`src/rtl/mem_bist_pkg.sv`:
```
// Shared types and pattern generator for the march-test memory BIST controller.
package mem_bist_pkg;

  typedef enum logic [1:0] {
    ST_IDLE  = 2'd0,
    ST_RUN   = 2'd1,
    ST_DRAIN = 2'd2,
    ST_DONE  = 2'd3
  } state_e;

  localparam logic [1:0] PAT_ZERO = 2'd0;
  localparam logic [1:0] PAT_CHK  = 2'd1;
  localparam logic [1:0] PAT_ADR  = 2'd2;
  localparam logic [1:0] PAT_SEED = 2'd3;

  localparam logic [1:0] PASS_WR_UP = 2'd0;
  localparam logic [1:0] PASS_RD_UP = 2'd1;
  localparam logic [1:0] PASS_WR_DN = 2'd2;
  localparam logic [1:0] PASS_RD_DN = 2'd3;

  // Built at 64 bits and truncated by the caller; an even DATA_W keeps the
  // checkerboard phase (LSB = 1 on even addresses) width-independent.
  function automatic logic [63:0] pat_word(input logic [1:0]  pattern,
                                           input logic [63:0] seed,
                                           input logic [63:0] addr,
                                           input logic        invert);
    logic [63:0] w;
    case (pattern)
      PAT_ZERO: w = '0;
      PAT_CHK:  w = addr[0] ? {32{2'b10}} : {32{2'b01}};
      PAT_ADR:  w = addr;
      default:  w = seed ^ addr;
    endcase
    return invert ? ~w : w;
  endfunction

endpackage

```
`src/rtl/mem_bist_cmp.sv`:
```
// Read-latency delay line for expected data/address, comparator, saturating
// error counter and first-failure capture. MEM_BIST_STOP_ON_ERR_EN: count only the first mismatch.
module mem_bist_cmp
  import mem_bist_pkg::*;
#(
  parameter int ADDR_W = 15,
  parameter int DATA_W = 16,
  parameter int RD_LAT = 0,
  parameter int CNT_W  = 8
) (
  input  logic              clk,
  input  logic              rst,
  input  logic              clr,
  input  logic              in_vld,
  input  logic [ADDR_W-1:0] in_adrs,
  input  logic [DATA_W-1:0] in_exp,
  input  logic [DATA_W-1:0] rdata,
  output logic              error,
  output logic [CNT_W-1:0]  err_count,
  output logic [ADDR_W-1:0] err_adrs,
  output logic [DATA_W-1:0] err_data,
  output logic              halt
);

  localparam logic [CNT_W-1:0] CNT_MAX = '1;

  logic              cur_vld;
  logic [ADDR_W-1:0] cur_adrs;
  logic [DATA_W-1:0] cur_exp;
  logic              mismatch;
  logic              cnt_en;

  generate
    if (RD_LAT == 0) begin : g_comb
      assign cur_vld  = in_vld;
      assign cur_adrs = in_adrs;
      assign cur_exp  = in_exp;
    end else begin : g_dly
      logic [RD_LAT-1:0]             vld_pipe;
      logic [RD_LAT-1:0][ADDR_W-1:0] adr_pipe;
      logic [RD_LAT-1:0][DATA_W-1:0] exp_pipe;

      always_ff @(posedge clk) begin
        if (rst) begin
          vld_pipe <= '0;
        end else begin
          vld_pipe[0] <= in_vld;
          for (int i = 1; i < RD_LAT; i++) vld_pipe[i] <= vld_pipe[i-1];
        end
        adr_pipe[0] <= in_adrs;
        exp_pipe[0] <= in_exp;
        for (int i = 1; i < RD_LAT; i++) begin
          adr_pipe[i] <= adr_pipe[i-1];
          exp_pipe[i] <= exp_pipe[i-1];
        end
      end

      assign cur_vld  = vld_pipe[RD_LAT-1];
      assign cur_adrs = adr_pipe[RD_LAT-1];
      assign cur_exp  = exp_pipe[RD_LAT-1];
    end
  endgenerate

  assign mismatch = cur_vld && (rdata != cur_exp);

`ifdef MEM_BIST_STOP_ON_ERR_EN
  // Anything still in flight after the first failure is flushed uncounted.
  assign cnt_en = mismatch && !error;
  assign halt   = mismatch || error;
`else
  assign cnt_en = mismatch;
  assign halt   = 1'b0;
`endif

  always_ff @(posedge clk) begin
    if (rst || clr) begin
      error     <= 1'b0;
      err_count <= '0;
      err_adrs  <= '0;
      err_data  <= '0;
    end else if (cnt_en) begin
      error <= 1'b1;
      if (err_count != CNT_MAX) err_count <= err_count + CNT_W'(1);
      if (!error) begin
        err_adrs <= cur_adrs;
        err_data <= rdata;
      end
    end
  end

endmodule

```
`src/rtl/mem_bist_ctrl.sv`:
```
// Four-pass march BIST controller for a single-port RAM with configurable read latency.
// Optional MEM_BIST_STOP_ON_ERR_EN: end the test after the first mismatch.
module mem_bist_ctrl
  import mem_bist_pkg::*;
#(
  parameter int ADDR_W = 15,
  parameter int DATA_W = 16,
  parameter int RD_LAT = 0,
  parameter int CNT_W  = 8
) (
  input  logic              clk,
  input  logic              rst,
  input  logic              start,
  input  logic [1:0]        pattern,
  input  logic [DATA_W-1:0] seed,
  output logic              busy,
  output logic              finish,
  output logic              error,
  output logic [CNT_W-1:0]  err_count,
  output logic [ADDR_W-1:0] err_adrs,
  output logic [DATA_W-1:0] err_data,
  output logic [1:0]        pass,
  output logic [ADDR_W-1:0] mem_adrs,
  output logic [DATA_W-1:0] mem_wdata,
  output logic              mem_we,
  input  logic [DATA_W-1:0] mem_rdata
);

  localparam logic [ADDR_W-1:0] ADDR_MAX = '1;
  localparam logic [1:0]        DLAST    = 2'((RD_LAT > 0) ? RD_LAT - 1 : 0);

  state_e            state, state_n;
  logic [1:0]        pass_n;
  logic [ADDR_W-1:0] addr, addr_n;
  logic [1:0]        dcnt, dcnt_n;
  logic              launch, launch_n;
  logic              clr;
  logic [1:0]        pat_q;
  logic [DATA_W-1:0] seed_q;
  logic [DATA_W-1:0] word;
  logic              rd_vld;
  logic              halt;
  logic              last_adr;

  assign busy     = (state == ST_RUN) || (state == ST_DRAIN);
  assign mem_adrs = addr;
  assign mem_we   = (state == ST_RUN) && !pass[0];
  assign rd_vld   = (state == ST_RUN) &&  pass[0];
  assign last_adr = pass[1] ? (addr == '0) : (addr == ADDR_MAX);

  // Passes 2/3 use the inverted pattern.
  assign word      = DATA_W'(pat_word(pat_q, 64'(seed_q), 64'(addr), pass[1]));
  assign mem_wdata = mem_we ? word : '0;

  always_comb begin
    state_n  = state;
    pass_n   = pass;
    addr_n   = addr;
    dcnt_n   = dcnt;
    launch_n = 1'b0;
    clr      = 1'b0;
    case (state)
      ST_IDLE, ST_DONE: begin
        state_n = ST_IDLE;
        if (launch) begin
          state_n = ST_RUN;
          pass_n  = PASS_WR_UP;
          addr_n  = '0;
        end else if (start) begin
          clr      = 1'b1;
          launch_n = 1'b1;
        end
      end
      ST_RUN: begin
        if (halt) begin
          state_n = (RD_LAT == 0) ? ST_DONE : ST_DRAIN;
          dcnt_n  = '0;
        end else if (last_adr) begin
          case (pass)
            PASS_WR_UP: begin
              pass_n = PASS_RD_UP;
              addr_n = '0;
            end
            PASS_RD_UP: begin
              if (RD_LAT == 0) begin
                pass_n = PASS_WR_DN;
                addr_n = ADDR_MAX;
              end else begin
                state_n = ST_DRAIN;
                dcnt_n  = '0;
              end
            end
            PASS_WR_DN: begin
              pass_n = PASS_RD_DN;
              addr_n = ADDR_MAX;
            end
            default: begin
              if (RD_LAT == 0) begin
                state_n = ST_DONE;
              end else begin
                state_n = ST_DRAIN;
                dcnt_n  = '0;
              end
            end
          endcase
        end else begin
          addr_n = pass[1] ? addr - ADDR_W'(1) : addr + ADDR_W'(1);
        end
      end
      ST_DRAIN: begin
        if (dcnt == DLAST) begin
          if (halt || (pass == PASS_RD_DN)) begin
            state_n = ST_DONE;
          end else begin
            state_n = ST_RUN;
            pass_n  = PASS_WR_DN;
            addr_n  = ADDR_MAX;
          end
        end else begin
          dcnt_n = dcnt + 2'd1;
        end
      end
      default: state_n = ST_IDLE;
    endcase
  end

  always_ff @(posedge clk) begin
    if (rst) begin
      state  <= ST_IDLE;
      pass   <= '0;
      addr   <= '0;
      dcnt   <= '0;
      launch <= 1'b0;
      pat_q  <= '0;
      seed_q <= '0;
      finish <= 1'b0;
    end else begin
      state  <= state_n;
      pass   <= pass_n;
      addr   <= addr_n;
      dcnt   <= dcnt_n;
      launch <= launch_n;
      if (clr) begin
        pat_q  <= pattern;
        seed_q <= seed;
      end
      if (clr)                    finish <= 1'b0;
      else if (state == ST_DONE)  finish <= 1'b1;
    end
  end

  mem_bist_cmp #(
    .ADDR_W(ADDR_W),
    .DATA_W(DATA_W),
    .RD_LAT(RD_LAT),
    .CNT_W (CNT_W)
  ) u_cmp (
    .clk      (clk),
    .rst      (rst),
    .clr      (clr),
    .in_vld   (rd_vld),
    .in_adrs  (addr),
    .in_exp   (word),
    .rdata    (mem_rdata),
    .error    (error),
    .err_count(err_count),
    .err_adrs (err_adrs),
    .err_data (err_data),
    .halt     (halt)
  );

endmodule

```
`config.mk`:
```
export PLATFORM = sky130hd
export DESIGN_NAME = mem_bist_ctrl
export DESIGN_NICKNAME = d
export VERILOG_FILES = /design/src/rtl/mem_bist_pkg.sv /design/src/rtl/mem_bist_cmp.sv /design/src/rtl/mem_bist_ctrl.sv
export SDC_FILE = /design/constraint.sdc
export NUM_CORES = 1
export LEC_CHECK = 0
export ABC_AREA = 1
export BUFFER_PORTS_ARGS = -buffer_cell sky130_fd_sc_hd__buf_4
export CAP_MARGIN = 25
export CORE_ASPECT_RATIO = 1.25
export CORE_MARGIN = 2
export CORE_UTILIZATION = 57
export CTS_BUF_LIST = sky130_fd_sc_hd__clkbuf_8
export DETAILED_ROUTE_END_ITERATION = 6
export PLACE_DENSITY = 0.83
export SLEW_MARGIN = 20
export SYNTH_ARGS = -nofsm -noshare
export SYNTH_HDL_FRONTEND = slang
export SYNTH_SLANG_ARGS = --single-unit
```
`constraint.sdc`:
```
create_clock -name clk -period 3.4 [get_ports clk]
set_clock_uncertainty 0.15 [all_clocks]
set_input_delay 0.85 -clock clk [delete_from_list [all_inputs] [get_ports clk]]
set_output_delay 0.85 -clock clk [all_outputs]
set_load 0.01 [all_outputs]
```
==> results.json, run 1 <==
{
  "diodes": 0,
  "worstReg2RegStart": "mem_adrs[0]$_SDFFE_PP0P_",
  "r2r_cells": 16,
  "crit_family": "compound AO/OA/AOI/OAI gates",
  "grt_max_degree": 63,
  "cp_slowest_stage_delay_ps": 490,
  "cellPowerDensity_nw_per_um2": 565,
  "grt_antenna_before_repair": 0,
  "row_count": 40,
  "nets": 1094,
  "cp_max_fo": 9,
  "critical_path_class": "flip-flop to output port",
  "detail_route.wl_per_cell_um": 13.7,
  "cts_sinks": 81,
  "yosysWarnings": 0,
  "crit_path_end_kind": "output port",
  "crit_path_frequent_cell": "nand2_1",
  "die_h_um": 114,
  "synth_top_area_share_pct": 29.6,
  "syn-num-nets": 995,
  "grt_pass1_wl_mm": 24.8,
  "tns_ps": 0,
  "ff_latch_area_um2": 1620,
  "grt_use_total_pct": 29.7,
  "drt.antenna.violating_nets": 0,
  "portBuffers": 112,
  "grt_pass1_vias": 5280,
  "critPathLaunch": "mem_adrs[0]$_SDFFE_PP0P_",
  "place_congestion": 0.891,
  "root_buffer": "clkbuf_8",
  "yosys.area.top_type": "dfxtp_1",
  "timing.rr.end": "u_cmp.err_data[9]$_SDFFE_PP0P_",
  "clkTransAtPathRegs_ps": 90,
  "wl_met1_mm": 6.68,
  "layout_common_cells": "nand2_1, buf_4, inv_1",
  "ys_ff_latch": 81,
  "finalSetupViolCount": 0,
  "place_hpwl_mm": 11.6,
  "cts_hold_repair.buffers": 0,
  "relSlewSlack_pct": 32.6,
  "start_kind": "flip-flop",
  "top_layer_used": "met4",
  "slowest_stage": "dfxtp_2",
  "multi_input_area_um2": 3220,
  "irDropWorstVdd_mv": 0.495,
  "post_cts_buffers": 0,
  "vias": 6085,
  "globalRouteOverflowTotal": 0,
  "initial_utilization_pct": 57.6,
  "io_pins": 113,
  "drc": 0,
  "rsz0062_at_grt": "no",
  "wl_met2_mm": 7.51,
  "dr.pass1.iters": 6,
  "wl_mm": 15.9,
  "r2r_slack_ps": 420,
  "max_freq_mhz": 317,
  "status": "complete, no violations",
  "synth_area_um2": 5480,
  "max-cap-violations": 0,
  "worst-path-buf-inv": 2,
  "crit_path_cell_trace": "inv_1 > o21ai_1 > nand2_1 > nand2_1 > nand2_1 > a21oi_1 > buf_4",
  "hold_path_class": "flip-flop to flip-flop",
  "worst_slew_pin_slew_ps": 1010,
  "insertion_delay_ps": 380,
  "seq_area_frac_synth_pct": 29.6,
  "drv_slew": 0,
  "clockBufferDepth": 2,
  "synth_cell_types": 33,
  "final_common_cell": "nand2_1",
  "syn_area_per_cell_um2": 5.87,
  "cp-endpoint": "mem_wdata[10]",
  "die_w_um": 91.7,
  "p_leak_nw": 3.45,
  "numCtsBuffers": 9,
  "synthCells": 934,
  "synthTopCellsByArea": "dfxtp_1, nand2_1, inv_1, nor2_1, nand3_1",
  "drt_iter0_markers": 342,
  "viasPerCell": 5.23,
  "core_region_area_um2": 9510,
  "hold_ws_ps": 315,
  "cp.arrival_ps": 2160,
  "h-tree-depth": 3,
  "fillerInstances": 929,
  "cts_tree": "done",
  "syn_to_final_growth_pct": 20.5,
  "fin_crit_ps": 3160,
  "hold_violations": 0,
  "required_ps": 2400,
  "dr_wl_met3_mm": 1.14,
  "dieArea_um2": 10400,
  "drive_gt1_share_pct": 14.2,
  "period_share_pct": 92.8,
  "cp_num_cells": 7
}
per-layer routing:
| metal | track usage (%) | up-vias |
|---|---|---|
| li1 | - | 3129 |
| met4 | 13.8 | 0 |
| met3 | 4.82 | 48 |
| met5 | 0 | - |
| met2 | 50.4 | 228 |
| met1 | 36.8 | 2680 |
state kept, by name, indices dropped and copies added (netlist names):
name	cells
launch	1
state	2
mem_adrs	15
u_cmp.err_adrs	15
finish	1
u_cmp.err_count	8
pass	2
dcnt	2
u_cmp.err_data	16
pat_q	2
u_cmp.error	1
seed_q	16
worst min path at each step:
stage / start / end / cells past startpoint
2_1_floorplan: dcnt[1]$_SDFFE_PP0P_ / dcnt[1]$_SDFFE_PP0P_ / 2
3_3_place_gp: dcnt[1]$_SDFFE_PP0P_ / dcnt[1]$_SDFFE_PP0P_ / 2
3_5_place_dp: dcnt[1]$_SDFFE_PP0P_ / dcnt[1]$_SDFFE_PP0P_ / 2
4_1_cts: dcnt[1]$_SDFFE_PP0P_ / dcnt[1]$_SDFFE_PP0P_ / 2
5_1_grt: dcnt[1]$_SDFFE_PP0P_ / dcnt[1]$_SDFFE_PP0P_ / 2
6_report: dcnt[1]$_SDFFE_PP0P_ / dcnt[1]$_SDFFE_PP0P_ / 2
cells in the mapped netlist:
| cell | instances |
|---|---|
| a21o_1 | 1 |
| a21oi_1 | 48 |
| a22o_1 | 1 |
| a31oi_1 | 2 |
| and2_1 | 1 |
| buf_1 | 3 |
| buf_2 | 11 |
| buf_4 | 7 |
| clkbuf_1 | 15 |
| clkbuf_2 | 1 |
| clkinv_1 | 2 |
| dfxtp_1 | 81 |
| fa_1 | 1 |
| ha_1 | 23 |
| inv_1 | 119 |
| inv_2 | 1 |
| nand2_1 | 333 |
| nand3_1 | 77 |
| nand3_2 | 1 |
| nand3b_1 | 6 |
| nand4_1 | 15 |
| nor2_1 | 113 |
| nor3_1 | 8 |
| nor4_1 | 10 |
| o211ai_1 | 1 |
| o21ai_0 | 39 |
| o21ai_1 | 1 |
| o21ai_2 | 1 |
| o21bai_1 | 2 |
| o21bai_4 | 1 |
| or2_2 | 1 |
| xnor2_1 | 3 |
| xor2_1 | 5 |
cells by family (layout without fill, tap and decap cells):
logic type / count (synthesis) / count (layout) / synth area share (%)
AND/OR/NAND/NOR: 565 / 565 / 42.4
adder cells (fa/ha/maj): 24 / 24 / 5.62
XOR/XNOR: 8 / 8 / 1.28
AO/OA/AOI/OAI: 97 / 97 / 9.47
buffers and inverters: 159 / 263 / 11.6
flip-flops: 81 / 81 / 29.6
worst register-to-register path, delay by kind of cell, from the launching register on:
family / cells / cell delay (ps)
buf+inv: 2 / 460
flops: 1 / 490
simple gates: 13 / 1400
compound gates: 1 / 360
what timing repair did:
item,4_1_cts,5_1_grt
setup endpoints to repair,0,34
resized for setup,0,1
hold endpoints to repair,0,0
through the flow:
| step | cell area (µm²) | power (mW) | std cells | util, % | worst slack (ps) |
|---|---|---|---|---|---|
| floorplan | 5480 | 2.48 | 934 | - | 261 |
| global placement | 6420 | 3.02 | 1148 | 67.5 | 299 |
| detailed placement | 6420 | 3.04 | 1148 | 67.5 | 274 |
| CTS | 6600 | 3.71 | 1164 | 69.4 | 125 |
| global route | 6600 | 3.99 | 1164 | 69.4 | 124 |
| finish | 6600 | 3.73 | 1164 | 69.4 | 244 |
power by group:
group / leakage (nW) / total [mW] / switching [mW] / internal, mW
sequential: 0.657 / 1.23 / 0.149 / 1.08
clock: 0.0887 / 0.675 / 0.389 / 0.286
combinational: 2.71 / 1.83 / 1.19 / 0.637
layout make-up:
| type | count | share of cell area (%) |
|---|---|---|
| clock buffer | 10 | 2.08 |
| clock inverter | 6 | 0.644 |
| sequential | 81 | 24.6 |
| timing repair buffer | 125 | 14.6 |
| multi-input combinational | 694 | 48.8 |
| tap | 126 | 2.39 |
| inverter | 122 | 6.94 |
Power figures use the tool's default switching activity.
==> run 2, diff against run 1 <==
--- a/config.mk
+++ b/config.mk
@@ -14,7 +14,9 @@
 export CTS_BUF_LIST = sky130_fd_sc_hd__clkbuf_8
 export DETAILED_ROUTE_END_ITERATION = 6
 export PLACE_DENSITY = 0.83
+export RECOVER_POWER = 100
 export SLEW_MARGIN = 20
 export SYNTH_ARGS = -nofsm -noshare
 export SYNTH_HDL_FRONTEND = slang
 export SYNTH_SLANG_ARGS = --single-unit
+export TNS_END_PERCENT = 100
==> results.json, run 2 (synthesis gave the netlist of run 1 again) <==
{
  "final_common_cell": "nand2_1",
  "period_share_pct": 93.0,
  "grt_max_degree": 63,
  "vias": 6065,
  "core_region_area_um2": 9510,
  "required_ps": 2400,
  "diodes": 0,
  "clockBufferDepth": 2,
  "r2r_cells": 13,
  "clkTransAtPathRegs_ps": 90,
  "place_congestion": 0.891,
  "cp.arrival_ps": 2160,
  "finalSetupViolCount": 0,
  "globalRouteOverflowTotal": 0,
  "r2r_slack_ps": 350,
  "row_count": 40,
  "layout_common_cells": "nand2_1, inv_1, nor2_1",
  "syn_to_final_growth_pct": 15.3,
  "drv_slew": 0,
  "drive_gt1_share_pct": 6.94,
  "drc": 0,
  "die_w_um": 91.7,
  "cts_tree": "done",
  "grt_use_total_pct": 29.7,
  "fillerInstances": 1015,
  "wl_mm": 15.9,
  "whs_path_depth": 2,
  "fin_crit_ps": 3160,
  "grt_pass1_vias": 5280,
  "grtUsageMet3_pct": 4.82,
  "insertion_delay_ps": 370,
  "worstReg2RegStart": "pass[1]$_SDFFE_PP0P_",
  "initial_utilization_pct": 57.6,
  "hold_path_class": "flip-flop to flip-flop",
  "grt_antenna_before_repair": 0,
  "io_pins": 113,
  "dpl-instance-area_um2": 6420,
  "tns_ps": 0,
  "cp_max_fo": 9,
  "hold_violations": 0,
  "viasPerCell": 5.21,
  "drt_iter0_markers": 324,
  "layout.cells.non_filler": 1164,
  "fin_area_um2": 6320,
  "die_h_um": 114,
  "cts_sinks": 81,
  "detail_route.wl_per_cell_um": 13.7,
  "max_freq_mhz": 316,
  "grt_pass1_wl_mm": 24.8,
  "grt_util_met2_pct": 50.4,
  "place_inst": 1148,
  "numCtsBuffers": 9,
  "h-tree-depth": 3,
  "rsz0062_at_grt": "no",
  "root_buffer": "clkbuf_8",
  "dr.pass1.iters": 5,
  "critical_path_class": "flip-flop to output port",
  "portBuffers": 112,
  "p_leak_nw": 3.14,
  "start_kind": "flip-flop",
  "dieArea_um2": 10400,
  "status": "complete, no violations",
  "met1_usage_pct": 36.8,
  "drt.antenna.violating_nets": 0,
  "holdPathEnd": "dcnt[1]$_SDFFE_PP0P_",
  "nets": 1094,
  "place_hpwl_mm": 11.6,
  "cellPowerDensity_nw_per_um2": 576,
  "worst_slew_pin_slew_ps": 969,
  "cts_hold_repair.buffers": 0,
  "grt_busiest_layer": "met2",
  "crit_path_end_kind": "output port",
  "relSlewSlack_pct": 35.2,
  "holdCritStartpoint": "dcnt[1]$_SDFFE_PP0P_",
  "irDropWorstVdd_mv": 0.484,
  "reg_top3": "seed_q: 16 flops, u_cmp.err_data: 16 flops",
  "max-cap-violations": 0,
  "timing.rr.end": "mem_adrs[10]$_SDFFE_PP0P_"
}
==> run 2: cell count changes in the layout (fill, tap and decap cells not counted) <==
cell / change
clkbuf_1: +75
clkbuf_2: +1
buf_4: -76
==> run 2: final cells by class <==
cell class / count / area, µm² / area share, %
multi-input cells: 694 / 3220 / 51.0
flip-flops and latches: 81 / 1620 / 25.7
repair buffers: 125 / 679 / 10.8
inverters: 122 / 458 / 7.25
well taps: 126 / 158 / 2.50
clock buffers: 10 / 138 / 2.18
clock inverters: 6 / 42.5 / 0.673
==> run 2: through the flow <==
stage	total power [mW]	setup WS (ps)	hold slack, ps	utilization, %
2_1_floorplan	2.48	261	283	-
3_3_place_gp	3.02	299	299	67.5
3_5_place_dp	3.04	274	302	67.5
4_1_cts	3.71	125	315	69.4
5_1_grt	3.90	95.2	344	66.4
6_report	3.64	238	315	66.4
==> run 2: power breakdown <==
group          switching [mW]  leakage, nW  internal (mW)
registers               0.146        0.657           1.08
clock network           0.383       0.0887          0.286
logic                    1.19         2.39          0.555
==> run 2: timing repair <==
action / in CTS / in global routing
buffers inserted: 0 / 0
gates resized for setup: 0 / 1
setup endpoints to repair: 0 / 34
==> run 2: worst max-delay path by stage <==
stage	from	to	slack, ps
final	mem_adrs[0]$_SDFFE_PP0P_	mem_wdata[10]	240
after global routing	mem_adrs[0]$_SDFFE_PP0P_	mem_wdata[10]	100
after CTS	mem_adrs[0]$_SDFFE_PP0P_	mem_wdata[10]	120
after detailed placement	mem_adrs[0]$_SDFFE_PP0P_	u_cmp.err_data[3]$_SDFFE_PP0P_	270
after global placement	mem_adrs[0]$_SDFFE_PP0P_	u_cmp.err_data[5]$_SDFFE_PP0P_	300
after floorplan	pass[1]$_SDFFE_PP0P_	mem_adrs[10]$_SDFFE_PP0P_	260
==> run 2: layer usage <==
| metal | wire length (µm) | vias to the layer above |
|---|---|---|
| met3 | 1020 | 44 |
| li1 | - | 3131 |
| met1 | 6810 | 2668 |
| met2 | 7500 | 222 |
| met5 | 0 | - |
| met4 | 565 | 0 |
==> run 2: worst max-delay path, cell delays in order, from the launching register on <==
cell      delay, ps
dfxtp_2         490
inv_1           200
o21ai_1         360
nand2_1         180
nand2_1         120
nand2_1          70
a21oi_1         200
clkbuf_1        170
==> run 3, diff against run 2 <==
--- a/config.mk
+++ b/config.mk
@@ -8,7 +8,6 @@
 export ABC_AREA = 1
 export BUFFER_PORTS_ARGS = -buffer_cell sky130_fd_sc_hd__buf_4
 export CAP_MARGIN = 25
-export CORE_ASPECT_RATIO = 1.25
 export CORE_MARGIN = 2
 export CORE_UTILIZATION = 57
 export CTS_BUF_LIST = sky130_fd_sc_hd__clkbuf_8
==> results.json, run 3 (synthesis gave the netlist of run 1 again) <==
{
  "reg_top3": "seed_q: 16 flops, u_cmp.err_data: 16 flops",
  "worst_slew_pin_slew_ps": 1040,
  "place_hpwl_mm": 11.8,
  "grt_use_total_pct": 31.3,
  "max-cap-violations": 0,
  "irDropWorstVdd_mv": 0.327,
  "relSlewSlack_pct": 30.8,
  "cts_sinks": 81,
  "viasPerCell": 5.26,
  "fillerInstances": 976,
  "die_w_um": 102,
  "period_share_pct": 91.5,
  "grt_antenna_before_repair": 0,
  "worstReg2RegStart": "state[0]$_SDFFE_PP0P_",
  "wl_met2_mm": 7.23,
  "top_layer_used": "met4",
  "cts_tree": "done",
  "clockBufferDepth": 2,
  "diodes": 0,
  "core_region_area_um2": 9280,
  "timing.rr.end": "u_cmp.err_data[5]$_SDFFE_PP0P_",
  "crit_path_end_kind": "output port",
  "multi_input_area_um2": 3210,
  "grt_max_degree": 40,
  "portBuffers": 112,
  "dr_wl_met3_mm": 1.39,
  "numCtsBuffers": 9,
  "ff_latch_area_um2": 1620,
  "detail_route.wl_per_cell_um": 13.7,
  "p_leak_nw": 3.15,
  "root_buffer": "clkbuf_8",
  "final_common_cell": "nand2_1",
  "rsz0062_at_grt": "no",
  "nets": 1099,
  "grt_pass1_wl_mm": 25.8,
  "cp_max_fo": 16,
  "max_freq_mhz": 321,
  "h-tree-depth": 3,
  "cp.arrival_ps": 2110,
  "holdPathEnd": "dcnt[1]$_SDFFE_PP0P_",
  "finalSetupViolCount": 0,
  "tns_ps": 0,
  "drc": 0,
  "dieArea_um2": 10400,
  "layout_common_cells": "nand2_1, inv_1, nor2_1",
  "hold_path_class": "flip-flop to flip-flop",
  "place_inst": 1155,
  "start_kind": "flip-flop",
  "drive_gt1_share_pct": 7.09,
  "hold_violations": 0,
  "syn_to_final_growth_pct": 15.5,
  "grt_pass1_vias": 5554,
  "insertion_delay_ps": 370,
  "status": "complete, no violations",
  "holdCritStartpoint": "dcnt[1]$_SDFFE_PP0P_",
  "whs_path_depth": 2,
  "cellPowerDensity_nw_per_um2": 583,
  "cts_hold_repair.buffers": 0,
  "hold_ws_ps": 319,
  "die_h_um": 102,
  "required_ps": 2400,
  "drt.antenna.violating_nets": 0,
  "fin_crit_ps": 3110,
  "io_pins": 113,
  "row_count": 35,
  "layout.cells.non_filler": 1172,
  "vias": 6167,
  "initial_utilization_pct": 59.0,
  "place_congestion": 0.940,
  "drt_iter0_markers": 411,
  "clkTransAtPathRegs_ps": 110,
  "r2r_slack_ps": 380,
  "wl_mm": 16.1,
  "wl_met1_mm": 6.81,
  "globalRouteOverflowTotal": 0,
  "critical_path_class": "flip-flop to output port",
  "r2r_cells": 11,
  "drv_slew": 0,
  "dr.pass1.iters": 5
}
## run 3: cell types whose count changed in the layout (fill, tap and decap cells not counted), moves of 2 or more
cell      previous run  this run
buf_12               2         0
buf_4               47        51
clkbuf_1            75        77
clkinv_2             2         0
inv_6                1         4
## run 3: worst max path at each step
stage                     slack (ps)                     start  depth (start not counted)                              end
after floorplan                  260      pass[1]$_SDFFE_PP0P_                         14        mem_adrs[10]$_SDFFE_PP0P_
after global placement           450  mem_adrs[0]$_SDFFE_PP0P_                         16  u_cmp.err_data[11]$_SDFFE_PP0P_
after detailed placement         400  mem_adrs[0]$_SDFFE_PP0P_                         16  u_cmp.err_data[14]$_SDFFE_PP0P_
after CTS                        320  mem_adrs[0]$_SDFFE_PP0P_                          7                     mem_wdata[4]
after global routing             100     state[0]$_SDFFE_PP0P_                         11  u_cmp.err_data[10]$_SDFFE_PP0P_
final                            290     state[1]$_SDFFE_PP0P_                          7                     mem_wdata[0]
## run 3: per-layer routing
layer | up-vias | GRT usage (%)
li1 | 3135 | -
met1 | 2705 | 40.5
met2 | 281 | 51.2
met3 | 46 | 5.68
met4 | 0 | 13.6
met5 | - | 0
## run 3: repair_timing
item,CTS,global route
gates resized for setup,0,1
setup endpoints to repair,0,3
setup buffers,0,0
## run 3: area by class of cell
| type | count | area share [%] |
|---|---|---|
| sequential | 81 | 25.6 |
| timing repair buffer | 130 | 10.8 |
| tap | 129 | 2.55 |
| inverter | 122 | 7.23 |
| clock inverter | 7 | 1.11 |
| multi-input combinational | 694 | 50.7 |
| clock buffer | 9 | 1.96 |
## run 3: report_power, final
part | internal, mW | switching, mW
Combinational | 0.552 | 1.19
Sequential | 1.08 | 0.148
Clock | 0.287 | 0.429
## run 3: metrics by stage
| step | worst slack (ps) | instance area [µm²] | utilization (%) | total power [mW] |
|---|---|---|---|---|
| global placement | 447 | 6430 | 69.3 | 3.03 |
| detailed placement | 404 | 6430 | 69.3 | 3.06 |
| finish | 289 | 6330 | 68.2 | 3.69 |
| global route | 96.1 | 6330 | 68.2 | 3.99 |
| floorplan | 261 | 5480 | - | 2.48 |
| CTS | 321 | 6620 | 71.3 | 3.77 |
## run 3: critical path, stage by stage (launching register included)
cell,delay (ps)
dfxtp_1,340
inv_1,80
ha_1,220
inv_1,120
nor2_1,220
inv_1,320
a21oi_1,250
clkbuf_1,200
